===== src/rtl/freq_mult_pkg.sv =====
// freq_mult_pkg: shared sizes and FSM encoding for the frequency-multiplier datapath
package freq_mult_pkg;
  localparam int WIDTH = 8;
  localparam int MULT_W = 4;
  typedef enum logic [1:0] {IDLE = 2'd0, DIVIDE = 2'd1, DONE = 2'd2} state_t;
endpackage


===== src/rtl/freq_mult_if.sv =====
// freq_mult_if: controller-to-generator request/result bundle
interface freq_mult_if;
  import freq_mult_pkg::*;
  logic start;
  logic [WIDTH-1:0] period_cnt;
  logic [MULT_W-1:0] mult;
  logic ready;
  logic busy;
  logic [WIDTH-1:0] quotient;
  logic err;
  logic out_freq;
  modport master (output start, period_cnt, mult, input ready, busy, quotient, err, out_freq);
  modport slave (input start, period_cnt, mult, output ready, busy, quotient, err, out_freq);
endinterface


===== src/rtl/freq_mult_divider.sv =====
// freq_mult_divider: sequential restoring divider, one quotient bit per clock, MSB first
module freq_mult_divider #(
  parameter int WIDTH = 8,
  parameter int MULT_W = 4
) (
  input  logic              clk,
  input  logic              rst,
  input  logic              load,
  input  logic [WIDTH-1:0]  dividend,
  input  logic [MULT_W-1:0] divisor,
  output logic [WIDTH-1:0]  quot,
  output logic              done
);
  localparam int CW = $clog2(WIDTH + 1);
  logic [MULT_W:0] rem, src_r, next_r;
  logic [MULT_W+1:0] sh;
  logic [WIDTH-1:0] src_q, next_q;
  logic [MULT_W-1:0] dvs, src_d;
  logic [CW-1:0] cnt;
  logic ge;
  // The load edge performs the first step from the raw inputs, so the last bit lands before done.
  always_comb begin
    src_r = load ? '0 : rem;
    src_q = load ? dividend : quot;
    src_d = load ? divisor : dvs;
    sh = {src_r, src_q[WIDTH-1]};
    ge = sh >= (MULT_W+2)'(src_d);
    next_r = (MULT_W+1)'(ge ? sh - (MULT_W+2)'(src_d) : sh);
    next_q = {src_q[WIDTH-2:0], ge};
  end
  always_ff @(posedge clk) begin
    if (rst) begin
      rem <= '0;
      quot <= '0;
      dvs <= '0;
      cnt <= '0;
      done <= 1'b0;
    end else if (load) begin
      rem <= next_r;
      quot <= next_q;
      dvs <= divisor;
      cnt <= CW'(1);
      done <= 1'b0;
    end else if (cnt != '0 && !done) begin
      rem <= next_r;
      quot <= next_q;
      cnt <= cnt + CW'(1);
      done <= cnt == CW'(WIDTH - 1);
    end
  end
endmodule


===== src/rtl/freq_mult_generator.sv =====
// freq_mult_generator: captures period/mult, divides them, and emits a square wave of period quotient
module freq_mult_generator
  import freq_mult_pkg::*;
(
  input logic clk,
  input logic rst,
  freq_mult_if.slave bus
);
  state_t state;
  logic armed, accept, reload, div_done;
  logic [WIDTH-1:0] div_quot, count, half;
  assign accept = state == IDLE && bus.start && armed;
  assign reload = (accept && bus.mult == '0) || (state == DIVIDE && div_done);
  assign half = bus.quotient[WIDTH-1:1] == '0 ? WIDTH'(1) : {1'b0, bus.quotient[WIDTH-1:1]};
  freq_mult_divider #(.WIDTH(WIDTH), .MULT_W(MULT_W)) u_div (
    .clk(clk),
    .rst(rst),
    .load(accept && bus.mult != '0),
    .dividend(bus.period_cnt),
    .divisor(bus.mult),
    .quot(div_quot),
    .done(div_done)
  );
  always_ff @(posedge clk) begin
    if (rst) begin
      state <= IDLE;
      armed <= 1'b1;
      bus.ready <= 1'b0;
      bus.busy <= 1'b0;
      bus.err <= 1'b0;
      bus.quotient <= '0;
      bus.out_freq <= 1'b0;
      count <= '0;
    end else begin
      armed <= bus.start ? armed && !accept : 1'b1;
      bus.ready <= 1'b0;
      case (state)
        IDLE: if (accept) begin
          bus.err <= bus.mult == '0;
          if (bus.mult == '0) begin
            state <= DONE;
            bus.ready <= 1'b1;
            bus.quotient <= '0;
          end else begin
            state <= DIVIDE;
            bus.busy <= 1'b1;
          end
        end
        DIVIDE: if (div_done) begin
          state <= DONE;
          bus.busy <= 1'b0;
          bus.ready <= 1'b1;
          bus.quotient <= div_quot;
          bus.err <= div_quot == '0;
        end
        default: state <= IDLE;
      endcase
      // The wave keeps running on the old quotient until the result is loaded.
      if (reload || bus.quotient == '0) begin
        count <= '0;
        bus.out_freq <= 1'b0;
      end else if (count == half - WIDTH'(1)) begin
        count <= '0;
        bus.out_freq <= ~bus.out_freq;
      end else begin
        count <= count + WIDTH'(1);
      end
    end
  end
endmodule

===== src/flat_wrapper.sv =====
// flat-port wrapper written by rule: the top's interface ports become plain ports
module freq_mult_generator_flat import freq_mult_pkg::*;
  (clk, rst, bus_start, bus_period_cnt, bus_mult, bus_ready, bus_busy, bus_quotient, bus_err, bus_out_freq);
  freq_mult_if bus_i ();
  input logic clk;
  input logic rst;
  input wire logic [$bits(bus_i.start)-1:0] bus_start;
  input wire logic [$bits(bus_i.period_cnt)-1:0] bus_period_cnt;
  input wire logic [$bits(bus_i.mult)-1:0] bus_mult;
  output wire logic [$bits(bus_i.ready)-1:0] bus_ready;
  output wire logic [$bits(bus_i.busy)-1:0] bus_busy;
  output wire logic [$bits(bus_i.quotient)-1:0] bus_quotient;
  output wire logic [$bits(bus_i.err)-1:0] bus_err;
  output wire logic [$bits(bus_i.out_freq)-1:0] bus_out_freq;
  assign bus_i.start = bus_start;
  assign bus_i.period_cnt = bus_period_cnt;
  assign bus_i.mult = bus_mult;
  assign bus_ready = bus_i.ready;
  assign bus_busy = bus_i.busy;
  assign bus_quotient = bus_i.quotient;
  assign bus_err = bus_i.err;
  assign bus_out_freq = bus_i.out_freq;
  freq_mult_generator u_core (.clk(clk), .rst(rst), .bus(bus_i));
endmodule

===== config.mk =====
export PLATFORM = sky130hd
export DESIGN_NAME = freq_mult_generator_flat
export DESIGN_NICKNAME = d
export VERILOG_FILES = /design/src/rtl/freq_mult_pkg.sv /design/src/rtl/freq_mult_if.sv /design/src/rtl/freq_mult_divider.sv /design/src/rtl/freq_mult_generator.sv /design/src/flat_wrapper.sv
export SDC_FILE = /design/constraint.sdc
export NUM_CORES = 1
export LEC_CHECK = 0
export CORE_ASPECT_RATIO = 0.7
export CORE_UTILIZATION = 30
export DETAILED_ROUTE_END_ITERATION = 12
export DONT_BUFFER_PORTS = 1
export SETUP_SLACK_MARGIN = 0.4
export SLEW_MARGIN = 10
export SYNTH_ARGS = -nofsm -noshare
export SYNTH_HDL_FRONTEND = slang
export SYNTH_HIERARCHICAL = 1
export SYNTH_SLANG_ARGS = --single-unit

===== constraint.sdc =====
create_clock -name clk -period 4.5 [get_ports clk]
set_input_delay 0.45 -clock clk [delete_from_list [all_inputs] [get_ports clk]]
set_output_delay 0.45 -clock clk [all_outputs]
set_load 0.01 [all_outputs]

After elaboration in Yosys (flattened, before gate mapping)

Cells that the tools add are included.

Register bits: 45
Output and inout port bits: 12
Logic and storage cells: 86
Input bits: 15

Bitwise logic cells: 2
$lt $le $gt $ge: 1
Muxes and demuxes: 30
Equality and inequality tests: 7
Reduce and logical (&&, ||, !) cells: 28
Add/subtract/negate cells: 4

Operators by type and width:

| cell                                                                   | number |
|---|---|
| 8-bit 2-to-1 mux                                                       | 6 |
| 5-bit 2-to-1 mux                                                       | 4 |
| 8-bit logical NOT                                                      | 2 |
| 8-bit one-hot mux with 2 select lines                                  | 1 |
| 1-bit 2-to-1 mux                                                       | 10 |
| 8-bit by 1-bit adder with 8-bit output (second input constant)         | 1 |
| 8-bit equality test                                                    | 1 |
| 4-bit AND reduction                                                    | 2 |
| 4-bit nonzero test                                                     | 2 |
| 8-bit by 1-bit subtractor with 8-bit output (second input constant)    | 1 |
| 1-bit logical AND                                                      | 7 |
| 7-bit logical NOT                                                      | 1 |
| 7-bit 2-to-1 mux                                                       | 1 |
| 6-bit by 4-bit greater-or-equal comparator with 1-bit output           | 1 |
| 2-bit 2-to-1 mux                                                       | 3 |
| 2-bit inequality test (second input constant)                          | 3 |
| 1-bit one-hot mux with 2 select lines                                  | 3 |
| 2-bit OR reduction                                                     | 3 |
| 5-bit by 4-bit subtractor with 5-bit output                            | 1 |
| 4-bit by 1-bit adder with 4-bit output (second input constant)         | 1 |
| 4-bit by 3-bit equality test with 1-bit output (second input constant) | 1 |
| 4-bit logical NOT                                                      | 1 |
| 4-bit 2-to-1 mux                                                       | 1 |
| 2-bit one-hot mux with 2 select lines                                  | 1 |
| other kinds (10)                                                       | 14 |

Longest topological paths before layout

Gate-level depths: netlist of the first run.

Depth in word-level cells: 9
Gate-level depth with buffers: 12
Gate-level depth less buffers: 10

Cells and area by module

The synthesis of the first run kept the hierarchy.

Modules (own cells, without submodules):

| module              | instances | area an instance (sq um) | cells an instance | seq. area each (sq um) |
|---|---|---|---|---|
| freq_mult_divider   | 1         | 1,192.4                  | 138               | 440.4 |
| freq_mult_generator | 1         | 1,147.4                  | 126               | 460.4 |

Least setup slack after synthesis of the first run

OpenSTA, ideal clock, no wires.

Path kind: input port to flip-flop
Start: in bus_mult[1]
End: reg u_core.u_div.rem[2]
Buffers on the path: 1
Library setup time: 0.116 ns
Arrival time: 3.098 ns
Cell stages on the path: 11
Path slack: 1.286 ns
Data required time: 4.384 ns
Cell sequence: or4_1 > and4_1 > buf_4 > mux2_2 > ha_1 > inv_1 > fa_1 > a21o_2 > a211oi_2 > o221ai_1 > o211a_1

Cells in the longest elaborated chain, start to end: 7
Elaborated cells between the ends (all ways): 11
Those cells by class: add/sub: 1; order compare: 1; mux: 6; reduce/logical: 3

RTL lines:

| element                                                                                                                            | RTL line                                         | source |
|---|---|---|
| from (decl)                                                                                                                        | flat_wrapper.sv:9                                | `input wire logic [$bits(bus_i.mult)-1:0] bus_mult;` |
| 4-bit nonzero test (*)                                                                                                             | freq_mult_generator.sv:18                        | `.load(accept && bus.mult != '0),` |
| 1-bit logical AND (*)                                                                                                              | freq_mult_generator.sv:18                        |  |
| 4-bit 2-to-1 mux (*)                                                                                                               | --                                               |  |
| via u_core.u_div.src_d[0]                                                                                                          | freq_mult_divider.sv:18                          | `logic [MULT_W-1:0] dvs, src_d;` |
| 5-bit by 4-bit subtractor with 5-bit output / 6-bit by 4-bit greater-or-equal comparator with 1-bit output (equally long branches) | freq_mult_divider.sv:28, freq_mult_divider.sv:27 |  |
| 5-bit 2-to-1 mux (*)                                                                                                               | freq_mult_divider.sv:28                          | `next_r = (MULT_W+1)'(ge ? sh - (MULT_W+2)'(src_d) : sh);` |
| 5-bit 2-to-1 mux                                                                                                                   | freq_mult_divider.sv:44                          | `end else if (cnt != '0 && !done) begin` |
| 5-bit 2-to-1 mux (*)                                                                                                               | freq_mult_divider.sv:38                          | `end else if (load) begin` |
| to (signal assigned)                                                                                                               | freq_mult_divider.sv:39                          | `rem <= next_r;` |
| to (signal assigned)                                                                                                               | freq_mult_divider.sv:45                          | `rem <= next_r;` |
| to (decl)                                                                                                                          | freq_mult_divider.sv:15                          | `logic [MULT_W:0] rem, src_r, next_r;` |

Mark *: on every way through the listed nets, which the timed path passes. The rest lies on a longest branch. The select of a mux whose other input is x is not followed.
A chain may end at the register's enable or synchronous reset.

Worst setup path after layout of the first run

Same ends and word-level chain as after synthesis.

==> impl_metrics.ini, run 1 <==
[status]
run_status = finished clean

[drt]
routed_wl_mm = 5.40
drtAntennaViolNets = 0
drc = 0
wl_met2_mm = 2.13
vias = 1857
first_pass_iters = 4
dr_wl_met3_um = 345
drt_iter0_drc = 126
viasPerCell = 5.19
wire_per_inst_um = 15.1
wl_met1_mm = 2.85
highest_layer = met4

[timing]
fin_ws_ns = 1.25
post-route-period-util_pct = 72.2
fin_setup_tns_ns = 0
drv_slew = 0
timing.hold.ws_ns = 0.203
fmax_mhz = 308
tightest_slew_ns = 0.932
finalSetupViolations = 0
slew_headroom_pct = 37.6
finalHoldViolCount = 0
period_needed_ns = 3.25
finalClockSkew_ns = 0.0134
rsz0062_at_grt = false

[synthesis]
synth_edf_count = 0
synth_cell_types = 57
syn_nets = 288
syn_avg_cell_area_um2 = 8.86
synth-main-ff-cell = dfxtp_1
async_reset_ff_share_pct = 0
synth_seq_area_share_pct = 38.5
ys_ff_latch = 45
yosys_warnings = 6
syn_area_mm2 = 0.00234
syn_inst = 264

[power]
swShare_pct = 34.0
power_leakage_nw = 0.902
cellInternalPower_mw = 0.751
power_switching_mw = 0.388
p_clk_share_pct = 27.8
seq_power_share_pct = 43.0
power_density_mw_per_mm2 = 453
pwr-share-comb_pct = 29.3
vdd_ir_drop_max_mv = 0.162

[clocking]
cts_buffers = 5
clock-sinks = 45
clk_latency_ns = 0.30
post_cts_buffers = 0
htree_levels = 2
clock-root-buffer = clkbuf_8
clkSlewWorstSetupHoldPaths_ns = 0.10
clockBufferDepth = 2
postCtsHoldBufs = 0
ctsResizeCount = 0
cts_tree = built

[global_routing]
grt_pass1_vias = 1683
antenna_found_initial = 0
overflow = 0
grt_use_total_pct = 14.0
grt_max_degree = 31
grt_pass1_wl_mm = 8.78

[placed_design]
dpl_cell_area_mm2 = 0.00240
port_buffers = 0
dpl.hpwl_mm = 3.87
pre_cts_ws_ns = 0.977
place.gp.congestion = 0.835

[floorplan]
core_mm2 = 0.00742
dieArea_mm2 = 0.00816
start_util_pct = 31.5
dieWidth_um = 108
pin_count = 27
die_y_um = 75.9
row_count = 26

[critical_path]
cp-start-kind = primary input
crit_arrival_ns = 3.45
cp_max_fo = 13
reg2reg_depth = 10
required_ns = 4.70
crit_path_end_kind = flop
crit_type = in -> reg

[cells_and_area]
num_antenna_cells = 0
syn2layout_area_growth_pct = 7.49
fillCellCount = 776
final_core_util_pct = 33.9
drive_above_1_share_pct = 8.46
nets = 283
fin_area_mm2 = 0.00251

[min_path]
hold_path_class = in -> reg
whs_path_depth = 1

[run]
max-cap-violations = 0
==> logic make-up after synthesis <==
logic type	share of synthesized area [%]
AND/OR/NAND/NOR	22.3
flip-flops	38.5
AO/OA/AOI/OAI	21.0
XOR/XNOR	5.99
adder cells (fa/ha/maj)	5.13
multiplexers	2.62
buffers and inverters	4.44
==> cell type report <==
| cell class | count | area, um^2 | area share (%) |
|---|---|---|---|
| clock buffer | 6 | 72.6 | 2.89 |
| clock inverter | 2 | 38.8 | 1.54 |
| inverter | 12 | 45.0 | 1.79 |
| multi-input combinational | 195 | 1340 | 53.1 |
| sequential | 45 | 901 | 35.8 |
| tap | 98 | 123 | 4.88 |
==> cells in the mapped netlist (2+ instances only) <==
| cell | n | area [um^2] |
|---|---|---|
| a21o_2 | 2 | 17.5 |
| a21oi_1 | 11 | 55.1 |
| a22oi_1 | 8 | 60.1 |
| a311oi_1 | 8 | 70.1 |
| a31oi_1 | 4 | 25.0 |
| and2_1 | 4 | 25.0 |
| and3_1 | 3 | 18.8 |
| buf_2 | 2 | 10.0 |
| clkbuf_1 | 8 | 30.0 |
| dfxtp_1 | 45 | 901 |
| ha_1 | 8 | 100 |
| inv_1 | 12 | 45.0 |
| mux2i_1 | 5 | 50.1 |
| nand2_1 | 13 | 48.8 |
| nand3_1 | 5 | 25.0 |
| nand3b_1 | 3 | 22.5 |
| nand4b_1 | 3 | 26.3 |
| nor2_1 | 40 | 150 |
| nor2_2 | 2 | 12.5 |
| nor2b_1 | 5 | 31.3 |
| nor3_1 | 4 | 20.0 |
| nor3b_1 | 2 | 15.0 |
| nor4_1 | 3 | 18.8 |
| o21ai_0 | 10 | 50.1 |
| o21ai_1 | 5 | 25.0 |
| o221ai_1 | 2 | 17.5 |
| o31ai_1 | 2 | 15.0 |
| or4_1 | 2 | 15.0 |
| xnor2_1 | 12 | 105 |
| xor2_1 | 4 | 35.0 |
==> power by group through the flow <==
stage | Sequential, mW | Combinational [mW] | Clock (mW)
4_1_cts | 0.489 | 0.331 | 0.326
3_5_place_dp | 0.498 | 0.330 | 0
2_1_floorplan | 0.481 | 0.277 | 0
5_1_grt | 0.495 | 0.375 | 0.342
3_3_place_gp | 0.498 | 0.323 | 0
6_report | 0.489 | 0.333 | 0.316
==> metrics by stage <==
step | power [mW] | instances
after CTS | 1.15 | 358
final | 1.14 | 358
after global placement | 0.820 | 350
after global routing | 1.21 | 358
after detailed placement | 0.827 | 350
after floorplan | 0.757 | 264
==> path summary, 6_finish.rpt <==
path	startpoint	endpoint	slack [ns]
worst min-delay path	rst	u_core/bus.quotient[3]$_SDFFE_PP0P_	0.20
worst max-delay path	bus_mult[1]	u_core/u_div/rem[2]$_SDFFE_PP0P_	1.25
worst max register to register	u_core/state[1]$_SDFFE_PP0P_	u_core/u_div/rem[2]$_SDFFE_PP0P_	1.27
worst min register to register	u_core/u_div/rem[2]$_SDFFE_PP0P_	u_core/u_div/rem[2]$_SDFFE_PP0P_	0.51
==> state kept, by name (all words and copies together) (netlist names) <==
name and flops:
u_core/bus.ready 1, u_core/bus.out_freq 1, u_core/bus.err 1, u_core/armed 1, u_core/u_div/rem 5, u_core/state 2, u_core/u_div/cnt 4, u_core/bus.busy 1
u_core/u_div/dvs 4, u_core/u_div/done 1, u_core/count 8, u_core/bus.quotient 8, u_core/u_div/quot 8
==> per-layer routing <==
| metal | GRT usage, % | up-vias |
|---|---|---|
| met3 | 5.56 | 7 |
| met1 | 19.7 | 875 |
| li1 | - | 942 |
| met4 | 4.41 | 0 |
| met5 | 0 | - |
| met2 | 19.2 | 33 |
==> critical path: stages <==
cell and delay [ns]:
or4_1 0.57, and4_1 0.40, mux2_2 0.32, ha_1 0.16
inv_1 0.05, fa_1 0.39, a21o_2 0.24, a211oi_2 0.48
o221ai_1 0.21, o211a_1 0.18
==> layout by cell type (no fill, tap or decap), drive strengths merged, types with 5 or more instances in the layout <==
master / Yosys / final
o21ai: 15 / 15
xnor2: 12 / 12
inv: 12 / 12
ha: 8 / 8
dfxtp: 45 / 45
nor2: 42 / 42
clkbuf: 8 / 6
a22oi: 8 / 8
a21oi: 12 / 12
a311oi: 8 / 8
nand2: 13 / 13
nand3: 5 / 5
mux2i: 5 / 5
nor2b: 5 / 5
No activity file was read; power rests on OpenSTA's default activity.
==> run 2, diff against run 1 <==
--- a/config.mk
+++ b/config.mk
@@ -5,6 +5,7 @@
 export SDC_FILE = /design/constraint.sdc
 export NUM_CORES = 1
 export LEC_CHECK = 0
+export ABC_AREA = 1
 export CORE_ASPECT_RATIO = 0.7
 export CORE_UTILIZATION = 30
 export DETAILED_ROUTE_END_ITERATION = 12
==> constraint.sdc (replaced) <==
create_clock -name clk -period 3.3 [get_ports clk]
set_input_delay 0.33 -clock clk [delete_from_list [all_inputs] [get_ports clk]]
set_output_delay 0.33 -clock clk [all_outputs]
set_load 0.01 [all_outputs]
==> run 2 against run 1 <==
  * The run now ends with design-rule violations left
  * First-iteration DRC count decreased by 4.0%
  * Power rose by 51%
  * Core utilization grew 0.38 points
  * Global-route usage down 0.47 points
  * Clock power up 53%
  * Register-to-register slack lost 0.50 ns
  * Via count grew 17%
  * Critical path type is now reg -> reg
  * Clock skew shrank 0.0082 ns
  * Worst setup slack worse by 0.48 ns
==> impl_metrics.ini, run 2 <==
[synthesis]
syn_nets = 388
synth-main-ff-cell = dfxtp_1
yosysTopAreaCell = dfxtp_1
synth_edf_count = 0
syn_area_mm2 = 0.00249
syn_avg_cell_area_um2 = 6.85
synth_commonest_cells = nand2_1, nor2_1, dfxtp_1, inv_1, a21oi_1
synth_seq_area_share_pct = 36.1
async_reset_ff_share_pct = 0
yosysMostFrequentCell = nand2_1
yosysTopAreaCellShare_pct = 36.1
synth_cell_types = 35
syn_inst = 364
ys_ff_latch = 45
synth_top_cells_by_area = dfxtp_1, nand2_1, nor2_1
yosys_warnings = 6

[timing]
post-route-period-util_pct = 76.7
drv_slew = 0
rsz0062_at_grt = false
tightest_slew_ns = 0.441
finalSetupViolations = 0
fmax_mhz = 395
finalHoldViolCount = 0
period_needed_ns = 2.53
slew_headroom_pct = 69.8
fin_setup_tns_ns = 0
finalClockSkew_ns = 0.00522

[critical_path]
cp-startpoint = u_core/state[0]$_SDFFE_PP0P_
crit_type = reg -> reg
cp_max_fo = 19
reg2reg_depth = 17
rr_startpoint = u_core/state[0]$_SDFFE_PP0P_
crit_arrival_ns = 2.70
cp-start-kind = flop
crit_path_end_kind = flop
required_ns = 3.47

[global_routing]
grt_pass1_vias = 1952
antenna_found_initial = 2
grt_pass1_wl_mm = 9.49
grt_use_total_pct = 13.5
overflow = 0
grt_max_degree = 29

[floorplan]
row_count = 27
core_mm2 = 0.00797
die_y_um = 78.3
dieWidth_um = 111
pin_count = 27
start_util_pct = 31.3
dieArea_mm2 = 0.00869

[drt]
first_pass_iters = 8
drtAntennaViolNets = 0
wire_per_inst_um = 12.0
drc = 2
viasPerCell = 4.66
routed_wl_mm = 5.63
vias = 2181
drt_iter0_drc = 121

[min_path]
min_from = rst
whs_path_depth = 1
hold_path_class = in -> reg

[cells_and_area]
nets = 390
syn2layout_area_growth_pct = 9.58
layout_common_cells = nand2_1, nor2_1, dfxtp_1
final_core_util_pct = 34.3
reg.largest.list = u_core/bus.quotient (8), u_core/count (8), u_core/u_div/quot (8)
drive_above_1_share_pct = 8.74
final_common_cell = nand2_1
finalNonFillerCells = 468

[clocking]
cts_buffers = 5
ctsResizeCount = 0
clockBufferDepth = 2
clock-sinks = 45
post_cts_buffers = 0
clk_latency_ns = 0.28
htree_levels = 2
postCtsHoldBufs = 0
cts_tree = built
clkSlewWorstSetupHoldPaths_ns = 0.06
clock-root-buffer = clkbuf_16

[placed_design]
dpl.hpwl_mm = 4.34
port_buffers = 0
place.gp.congestion = 0.851
dp_cells = 460

[power]
power_density_mw_per_mm2 = 630
vdd_ir_drop_max_mv = 0.232
power_leakage_nw = 1.20

[status]
run_status = finished, violations left
violations = design-rule violations

[run]
max-cap-violations = 0
==> run 2: cell count changes in the layout (fill, tap and decap cells not counted), moves of 9 or more <==
| cell | delta |
|---|---|
| nand2_1 | +92 |
| inv_1 | +28 |
| nand3_1 | +16 |
| a21oi_1 | +15 |
| nor2_1 | +11 |
| xnor2_1 | -9 |
==> run 2: logic make-up (layout without fill, tap and decap cells) <==
logic type | count (synthesis) | count (layout) | synth area share (%)
AO/OA/AOI/OAI | 44 | 44 | 9.93
XOR/XNOR | 10 | 10 | 3.51
adder cells (fa/ha/maj) | 9 | 9 | 4.81
buffers and inverters | 50 | 52 | 8.43
flip-flops | 45 | 45 | 36.1
multiplexers | 8 | 8 | 3.46
other | 0 | 1 | 0
AND/OR/NAND/NOR | 198 | 198 | 33.8
==> run 2: where the power goes <==
part	internal [mW]	switching (mW)	total (mW)	leakage (nW)
clock network	0.297	0.187	0.484	0.0700
logic	0.209	0.364	0.573	0.763
registers	0.612	0.0534	0.666	0.367
total	1.12	0.604	1.72	1.20
==> run 2: final timing paths <==
path                                      end  slack (ns)
max          u_core/u_div/rem[1]$_SDFFE_PP0P_        0.77
min reg2reg    u_core/u_div/dvs[0]$_SDFF_PP0_        0.46
min          u_core/u_div/rem[0]$_SDFFE_PP0P_        0.11
max reg2reg  u_core/u_div/rem[1]$_SDFFE_PP0P_        0.77
==> run 2: layout make-up <==
| cell class | count | area [um^2] |
|---|---|---|
| Clock buffer | 7 | 143 |
| Tap cell | 101 | 126 |
| Inverter | 44 | 170 |
| Antenna cell | 1 | 2.50 |
| Sequential cell | 45 | 901 |
| Fill cell | 845 | 5240 |
| Multi-Input combinational cell | 269 | 1380 |
| Timing Repair Buffer | 1 | 7.51 |
==> run 2: per-layer routing <==
layer	global-route usage [%]	vias to the layer above	wire (um)
met1	18.4	999	2920
met2	21.1	26	2420
met3	3.63	4	236
met5	0	-	13
li1	-	1150	-
met4	3.29	2	38
==> run 2: critical path, stage by stage (launching register included) <==
cell and delay [ns]:
dfxtp_1 0.33, nor2_1 0.11, nand2_1 0.07, nor2_1 0.09
buf_4 0.27, nand2_1 0.08, o21ai_0 0.12, ha_1 0.20
inv_1 0.06, fa_1 0.37, nand2_1 0.09, nand2_1 0.07
nand2_2 0.10, inv_1 0.06, nor2_2 0.18, nor2_1 0.06
nor2_1 0.11, nor2_1 0.04
==> run 2: stage by stage <==
step | cell area, um^2 | power, mW | hold slack (ns) | setup WS [ns]
after floorplan | 2490 | 1.14 | 0.399 | 0.898
after global placement | 2590 | 1.24 | 0.401 | 0.834
after detailed placement | 2590 | 1.24 | 0.406 | 0.773
after CTS | 2730 | 1.73 | 0.110 | 0.794
after global routing | 2730 | 1.84 | 0.101 | 0.503
final | 2730 | 1.72 | 0.108 | 0.769
==> run 3, diff against run 2 <==
--- a/config.mk
+++ b/config.mk
@@ -5,7 +5,7 @@
 export SDC_FILE = /design/constraint.sdc
 export NUM_CORES = 1
 export LEC_CHECK = 0
-export ABC_AREA = 1
+export ABC_AREA = 0
 export CORE_ASPECT_RATIO = 0.7
 export CORE_UTILIZATION = 30
 export DETAILED_ROUTE_END_ITERATION = 12
==> constraint.sdc (replaced) <==
create_clock -name clk -period 2.4 [get_ports clk]
set_input_delay 0.24 -clock clk [delete_from_list [all_inputs] [get_ports clk]]
set_output_delay 0.24 -clock clk [all_outputs]
set_load 0.01 [all_outputs]
==> run 3 against run 2 <==
  * The run ends with negative hold slack, negative setup slack left
  * First-iteration DRC count up 21%
  * Clock power is 5.4% higher
  * Clock skew grew 0.011 ns
  * Worst setup slack lost 1.0 ns
  * Sequential power is 37% higher
  * Sequential cell count is the same
  * Critical path type unchanged
  * Critical endpoint is now u_core/u_div/quot[0]$_SDFFE_PP0P_
  * Largest cell class unchanged
==> impl_metrics.ini, run 3 (same netlist as run 1, synthesis figures left out) <==
[floorplan]
dieArea_mm2 = 0.00816
row_count = 26
pin_count = 27
die_y_um = 75.9
dieWidth_um = 108
core_mm2 = 0.00742
start_util_pct = 31.5

[global_routing]
grt_max_degree = 31
grt_use_total_pct = 15.7
grt_pass1_wl_mm = 9.80
overflow = 0
grt_pass1_vias = 1960
antenna_found_initial = 0

[drt]
first_pass_iters = 4
drtAntennaViolNets = 0
viasPerCell = 5.15
drc = 0
drt_iter0_drc = 146
vias = 2066
routed_wl_mm = 6.01
wire_per_inst_um = 15.0

[critical_path]
crit_path_end_kind = flop
crit_type = reg -> reg
rr_endpoint = u_core/u_div/quot[0]$_SDFFE_PP0P_
rr_startpoint = u_core/state[1]$_SDFFE_PP0P_
reg2reg_depth = 11
required_ns = 2.56
cp_max_fo = 6
rrSetupSlack_ns = -0.25
cp-start-kind = flop
crit_arrival_ns = 2.81

[placed_design]
pre_cts_ws_ns = -0.403
place.gp.congestion = 0.889
port_buffers = 0
dpl.hpwl_mm = 4.26
dp_cells = 376

[timing]
finalClockSkew_ns = 0.0159
fmax_mhz = 378
timing.hold.ws_ns = -0.0200
period_needed_ns = 2.65
finalHoldViolCount = 10
rsz0062_at_grt = true
finalSetupViolations = 5
post-route-period-util_pct = 110
drv_slew = 0
slew_headroom_pct = 52.7
tightest_slew_ns = 0.705
fin_ws_ns = -0.246

[status]
run_status = finished, violations left
violations = negative hold slack, negative setup slack

[min_path]
worstHoldEndpoint = u_core/bus.quotient[0]$_SDFFE_PP0P_
min_from = rst
whs_path_depth = 1
hold_path_class = in -> reg

[cells_and_area]
reg.largest.list = u_core/bus.quotient (8), u_core/count (8), u_core/u_div/quot (8)
num_antenna_cells = 0
syn2layout_area_growth_pct = 29.0
fillCellCount = 748
final_core_util_pct = 40.7
drive_above_1_share_pct = 27.7
layout_common_cells = dfxtp_1, buf_4, nor2_1
final_common_cell = dfxtp_1
nets = 326
finalNonFillerCells = 401

[clocking]
clockBufferDepth = 2
clk_latency_ns = 0.32
clock-sinks = 45
cts_buffers = 5
htree_levels = 2
clkSlewWorstSetupHoldPaths_ns = 0.11
clock-root-buffer = clkbuf_8
cts_tree = built
postCtsHoldBufs = 8

[power]
vdd_ir_drop_max_mv = 0.252
power_density_mw_per_mm2 = 788
power_leakage_nw = 1.15
finalPower_mw = 2.38

[run]
max-cap-violations = 0
## run 3: changes by cell type in the layout (fill, tap and decap cells not counted), sizes merged, moves of 4 or more
cell         change
o21ai            +4
a22oi            +8
inv             -29
and2             +4
nor2            -13
nand2           -98
a21oi           -15
a311oi           +8
mux2             -4
dlygate4sd3      +8
buf             +34
xnor2            +9
nand3           -18
nor2b            +5
## run 3: worst max-delay path: stages (launching register included)
cell and delay [ns]:
dfxtp_2 0.34, nor2_4 0.11, and4_4 0.29, mux2i_2 0.24
ha_2 0.23, inv_2 0.04, fa_2 0.34, a21o_4 0.22
a211oi_4 0.38, buf_4 0.18, buf_6 0.08, a211oi_2 0.05
## run 3: area by class of cell
type / instances / area, um^2 / share of cell area, %
timing repair buffer: 43 / 359 / 11.9
inverter: 12 / 45.0 / 1.49
tap: 98 / 123 / 4.06
clock inverter: 3 / 25.0 / 0.829
multi-input combinational: 195 / 1490 / 49.4
clock buffer: 5 / 68.8 / 2.28
sequential: 45 / 907 / 30.1
## run 3: worst max path at each step
stage                                 startpoint                                end  slack [ns]  cells after the start
floorplan                            bus_mult[1]   u_core/u_div/rem[1]$_SDFFE_PP0P_       -0.35                     11
global placement                     bus_mult[1]   u_core/u_div/rem[1]$_SDFFE_PP0P_       -0.30                     10
detailed placement                   bus_mult[1]   u_core/u_div/rem[1]$_SDFFE_PP0P_       -0.40                     10
CTS                 u_core/state[1]$_SDFFE_PP0P_   u_core/u_div/rem[3]$_SDFFE_PP0P_       -0.22                     10
global route        u_core/state[1]$_SDFFE_PP0P_   u_core/u_div/rem[1]$_SDFFE_PP0P_       -0.38                     10
finish              u_core/state[1]$_SDFFE_PP0P_  u_core/u_div/quot[0]$_SDFFE_PP0P_       -0.25                     11
## run 3: timing repair
| item | in CTS | in global routing |
|---|---|---|
| pin swaps | 19 | 14 |
| setup endpoints to repair | 15 | 20 |
| hold endpoints to repair | 27 | 18 |
| buffers inserted | 5 | 4 |
| resized for setup | 15 | 18 |
## run 3: through the flow
step | hold WS, ns | TNS, ns | cell area (um^2)
after floorplan | 0.312 | -1.62 | 2370
after global placement | 0.312 | -1.57 | 2630
after detailed placement | 0.316 | -2.17 | 2630
after CTS | -0.0307 | -0.957 | 2910
after global routing | -0.0405 | -1.87 | 3020
final | -0.0200 | -1.12 | 3020
## run 3: where the power goes
group | internal (mW) | switching, mW
Combinational | 0.485 | 0.467
Sequential | 0.831 | 0.0834
Clock | 0.211 | 0.299
## run 3: per-layer routing
metal	up-vias	share of wire (%)	track usage, %
met3	2	8.0	5.30
met1	992	50	21.7
met4	0	0.45	5.02
met5	-	0	0
li1	1031	-	-
met2	41	42	22.9
